<file path="src/rtl/result_drainer.sv">
// Snapshots the systolic array result tile on a rising ready and streams it out one row per
// handshake. Define RESULT_DRAINER_TRANSPOSE_EN to emit columns instead of rows.
module result_drainer #(
  parameter int unsigned LEN = 4,
  parameter int unsigned DW  = 32,
  localparam int unsigned IW = (LEN > 1) ? $clog2(LEN) : 1
) (
  input  logic                            clk,
  input  logic                            rst_n,
  input  logic                            ready,
  input  logic [LEN-1:0][LEN-1:0][DW-1:0] out,
  output logic                            clear,
  output logic [LEN-1:0][DW-1:0]          row_data,
  output logic [IW-1:0]                   row_idx,
  output logic                            row_valid,
  input  logic                            row_ack,
  output logic                            busy,
  output logic                            done,
  output logic                            overrun
);

  typedef enum logic [0:0] {StIdle, StDrain} state_e;
  typedef logic [LEN-1:0][LEN-1:0][DW-1:0] mat_t;

  state_e                 state_q, state_d;
  mat_t                   buf_q, buf_d;
  logic [IW-1:0]          idx_q, idx_d;
  logic                   ready_q;
  logic                   clear_q, clear_d;
  logic                   done_q, done_d;
  logic                   overrun_q, overrun_d;
  logic                   row_valid_q, row_valid_d;
  logic [LEN-1:0][DW-1:0] row_data_q, row_data_d;

  logic                   ready_rise;
  logic                   xfer;
  logic                   load;
  mat_t                   src;
  logic [IW-1:0]          src_idx;

  assign ready_rise = ready & ~ready_q;
  assign xfer       = row_valid_q & row_ack;

  always_comb begin
    state_d    = state_q;
    buf_d      = buf_q;
    idx_d      = idx_q;
    clear_d    = 1'b0;
    done_d     = 1'b0;
    overrun_d  = overrun_q;
    row_data_d = row_data_q;
    load       = 1'b0;
    src        = buf_q;
    src_idx    = idx_q;

    unique case (state_q)
      StIdle: begin
        if (ready_rise) begin
          buf_d   = out;
          idx_d   = '0;
          state_d = StDrain;
          clear_d = 1'b1;
          // Present row 0 straight from the input so it is valid the cycle after capture.
          load    = 1'b1;
          src     = out;
          src_idx = '0;
        end
      end
      StDrain: begin
        // A new tile arriving while draining is dropped; buf keeps the current tile.
        if (ready_rise) overrun_d = 1'b1;
        if (xfer) begin
          if (idx_q == IW'(LEN - 1)) begin
            state_d = StIdle;
            done_d  = 1'b1;
          end else begin
            idx_d   = idx_q + IW'(1);
            load    = 1'b1;
            src_idx = idx_q + IW'(1);
          end
        end
      end
      default: state_d = StIdle;
    endcase

    if (load) begin
      for (int unsigned k = 0; k < LEN; k++) begin
`ifdef RESULT_DRAINER_TRANSPOSE_EN
        row_data_d[k] = src[k][src_idx];
`else
        row_data_d[k] = src[src_idx][k];
`endif
      end
    end

    row_valid_d = (state_d == StDrain);
  end

  always_ff @(posedge clk or negedge rst_n) begin
    if (!rst_n) begin
      state_q     <= StIdle;
      buf_q       <= '0;
      idx_q       <= '0;
      ready_q     <= 1'b0;
      clear_q     <= 1'b0;
      done_q      <= 1'b0;
      overrun_q   <= 1'b0;
      row_valid_q <= 1'b0;
      row_data_q  <= '0;
    end else begin
      state_q     <= state_d;
      buf_q       <= buf_d;
      idx_q       <= idx_d;
      ready_q     <= ready;
      clear_q     <= clear_d;
      done_q      <= done_d;
      overrun_q   <= overrun_d;
      row_valid_q <= row_valid_d;
      row_data_q  <= row_data_d;
    end
  end

  assign clear     = clear_q;
  assign row_data  = row_data_q;
  assign row_idx   = idx_q;
  assign row_valid = row_valid_q;
  assign busy      = row_valid_q;
  assign done      = done_q;
  assign overrun   = overrun_q;

endmodule

</file>
<file path="config.mk">
export PLATFORM = sky130hd
export DESIGN_NAME = result_drainer
export DESIGN_NICKNAME = d
export VERILOG_FILES = /design/src/rtl/result_drainer.sv
export SDC_FILE = /design/constraint.sdc
export NUM_CORES = 1
export LEC_CHECK = 0
export BUFFER_PORTS_ARGS = -buffer_cell sky130_fd_sc_hd__buf_2
export CAP_MARGIN = 20
export CELL_PAD_IN_SITES_DETAIL_PLACEMENT = 1
export CELL_PAD_IN_SITES_GLOBAL_PLACEMENT = 1
export CORE_UTILIZATION = 39
export DETAILED_ROUTE_END_ITERATION = 10
export GPL_ROUTABILITY_DRIVEN = 0
export PLACE_DENSITY = 0.87
export SLEW_MARGIN = 10
export SYNTH_ARGS = -nofsm -noshare
export SYNTH_HDL_FRONTEND = slang
export SYNTH_SLANG_ARGS = --single-unit
</file>
<file path="constraint.sdc">
create_clock -name clk -period 2.2 [get_ports clk]
set_clock_uncertainty 0.1 [all_clocks]
set_input_delay 0.55 -clock clk [delete_from_list [all_inputs] [get_ports clk]]
set_output_delay 0.55 -clock clk [all_outputs]
set_load 0.005 [all_outputs]
</file>
==> impl_metrics.toml <==
[power]
p_sw_mw = 22.7
vdd_ir_drop_max_uv = 1010
pwr-share-seq_pct = 33.4
clockPowerShare_pct = 20.5
pwr_density_cell_nw_per_um2 = 1610
power_switching_share_pct = 36.6
power_frac_comb_pct = 46.1
p_int_mw = 39.3
p_leak_nw = 17.4

[sta]
hold_viol = 0
slew_viol_final = 0
worst_slew_pin_slew_ns = 0.898
period_needed_ns = 2.60
setup_viol = 128
min_period_over_period_pct = 118
clock.fmax_ghz = 0.385
whs_ns = 0.0813
max-slew-margin-rel_pct = 40.1
timing.final.ws_setup_ns = -0.399
rsz0062_at_grt = "true"

[clock_tree]
cts.sinks = 647
cts_buffer_depth = 3
htreeDepth = 3
cts_buffers = 73
cts_tree = "done"
clkLatencyLatePin_ns = 0.60
clk_pin_slew_ns = 0.06
cts_root_buffer = "clkbuf_16"

[logic_synthesis]
syn-cell-area_sq_um = 27900
ys_async_sr_fraction_pct = 100
synth_commonest_cells = "647 x dfrtp_1, 580 x mux2_2, 256 x nor3_1, 129 x a21oi_1, 128 x a221o_1"
synth_flop_cell = "dfrtp_1"
avgSynthCellArea_sq_um = 14.0
ys_types = 21
synth_area_leaders = "dfrtp_1 58%, mux2_2 23%, a221o_1 4.6%"
syn_nets = 2506
synth-seq-cells = 647
synth-edff-count = 0
syn_inst = 1990
yosys_warnings = 0
yosysTopAreaCell = "dfrtp_1"
synth_most_common_cell = "dfrtp_1"
netlist.area_leader.share_pct = 58.1
yosysSeqAreaShare_pct = 58.1

[run_status]
violations = "negative setup slack"
status = "finished, violations left"

[worst_setup_path]
reg2reg_to = "row_data[103]$_DFFE_PN0P_"
start_kind = "register"
startpoint = "ready_q$_DFF_PN0_"
r2r_start = "ready_q$_DFF_PN0_"
crit_chain = "nor3b_4 -> buf_12 -> buf_16 -> buf_4 -> mux2_2 -> mux2_2 -> a221o_1"
arrival_ns = 2.97
worstPathRequired_ns = 2.57
max_stage_delay_ns = 0.41
endpoint = "row_data[103]$_DFFE_PN0P_"
reg2reg_depth = 7
endpoint_kind = "register"
crit_fanout = 7
r2r_setup_slack_ns = -0.40
crit_type = "register to register"
crit_slowest_cell = "dfrtp_1"
cp_common_cell = "mux2_2"

[place]
place.detailed.hpwl_um = 70800
placed_cells = 3586
port_buffers = 650

[global_route]
grt_max_degree = 93
antenna_found_initial = 71
grt_pass1_wl_um = 163000
first_global_vias = 25100
grt-ovfl-total = 0
grt_usage_pct = 29.6

[die]
dieArea_sq_um = 72600
dieHeight_um = 269
die_w_um = 269
core_area_sq_um = 70400
start_util_pct = 39.6
io_pins = 651
core.rowCount = 97

[finish]
fin_cells = 3840
fillers = 7007
nNetsFinal = 3295
multiInputGateArea_sq_um = 12000
drive_gt1_share_pct = 63.1
syn_to_final_growth_pct = 38.5
ff_latch_area_sq_um = 16200

[route]
drt_iter0_drc = 1511
drt_wl_total_um = 122000
vias_per_cell = 5.95
ant_nets = 0
route.vias.total = 22900
drc = 0
wl_per_cell_um = 31.9
drt_first_pass_iters = 5

[min_path]
hp-class = "primary input to register"
min_path_cells = 2

[job]
maxCapViolations = 0
## placed cells by master (no fill, tap or decap), drive strengths merged
cell | Yosys | layout
a21o | 3 | 3
a21oi | 129 | 129
a221o | 128 | 128
a22o | 1 | 1
a31oi | 1 | 1
buf | 79 | 861
bufbuf | 0 | 1
bufinv | 0 | 6
clkbuf | 92 | 123
clkinv | 0 | 12
clkinvlp | 0 | 1
dfrtp | 647 | 647
diode | 0 | 70
dlygate4sd3 | 0 | 1
inv | 0 | 6
mux2 | 640 | 640
nand2 | 2 | 2
nand2b | 2 | 2
nand4b | 1 | 1
nor2 | 5 | 5
nor2b | 1 | 1
nor3 | 256 | 256
nor3b | 1 | 1
o21a | 1 | 1
o21ai | 1 | 1
## how the worst min path moves through the flow
stage | from | to | slack [ns]
2_1_floorplan | rst_n | buf_q[0]$_DFF_PN0_ | 0.15
3_3_place_gp | rst_n | buf_q[438]$_DFF_PN0_ | 0.35
3_5_place_dp | rst_n | buf_q[180]$_DFF_PN0_ | 0.36
4_1_cts | ready | ready_q$_DFF_PN0_ | 0.04
5_1_grt | ready | ready_q$_DFF_PN0_ | 0.07
6_report | ready | ready_q$_DFF_PN0_ | 0.08
## power groups by stage
stage	clock, mW	sequential, mW	combinational (mW)
6_report	12.7	20.7	28.6
5_1_grt	13.2	21.1	29.8
4_1_cts	12.6	20.4	25.2
3_5_place_dp	0	20.3	23.4
3_3_place_gp	0	19.8	21.8
2_1_floorplan	0	19.5	14.8
## repair_timing
action | CTS | global route
gates resized for setup | 141 | 185
pin swaps | 9 | 23
cloned | 11 | 24
buffers inserted | 13 | 11
hold endpoints to repair | 17 | 0
setup endpoints to repair | 128 | 128
hold buffers | 1 | 0
## flip-flops by register name, summed over array words and instances, names as in the netlist
name / count
row_data: 128
done: 1
clear: 1
row_idx: 2
overrun: 1
busy: 1
buf_q: 512
ready_q: 1
## kinds of logic (layout without fill, tap and decap cells)
kind of cell | Yosys count | in the layout | synth area share [%]
AND/OR/NAND/NOR | 268 | 268 | 4.83
multiplexers | 640 | 640 | 26.6
buffers and inverters | 171 | 1011 | 3.37
AO/OA/AOI/OAI | 264 | 264 | 7.09
other | 0 | 70 | 0
flip-flops | 647 | 647 | 58.1
## metrics by stage
stage                     instance area [sq um]  setup TNS (ns)  worst slack, ns  total power [mW]  util (%)
after floorplan                           28000           -7.16          -0.0607              34.3         -
after global placement                    33500          -51.23           -0.521              41.6      47.7
after detailed placement                  33500          -58.97           -0.595              43.8      47.7
after CTS                                 37000          -31.06           -0.313              58.2      52.5
after global routing                      38600          -43.16           -0.430              64.1      54.8
final                                     38600          -37.45           -0.399              62.1      54.9
## per-layer routing
layer / vias up / global-route usage, % / part of all wire (%)
met5: - / 0 / 0.14
met4: 26 / 17.7 / 7.2
met3: 532 / 7.28 / 7.2
met2: 1353 / 51.2 / 50
met1: 11900 / 32.8 / 35
li1: 9036 / - / -
## critical path: cells and delay by family, from the launching register on
kind / cells / cell delay, ns
multiplexers: 2 / 0.68
buffers and inverters: 3 / 0.63
flip-flops: 1 / 0.41
AO/OA/AOI/OAI: 1 / 0.36
AND/OR/NAND/NOR: 1 / 0.28
## final cells by class
type / count / area share [%]
Clock inverter: 25 / 0.787
Tap cell: 940 / 3.04
Timing Repair Buffer: 885 / 17.4
Antenna cell: 70 / 0.453
Clock buffer: 101 / 5.42
Sequential cell: 647 / 41.9
Multi-Input combinational cell: 1172 / 31.0
Note: power is estimated with default switching activity, not from simulation.
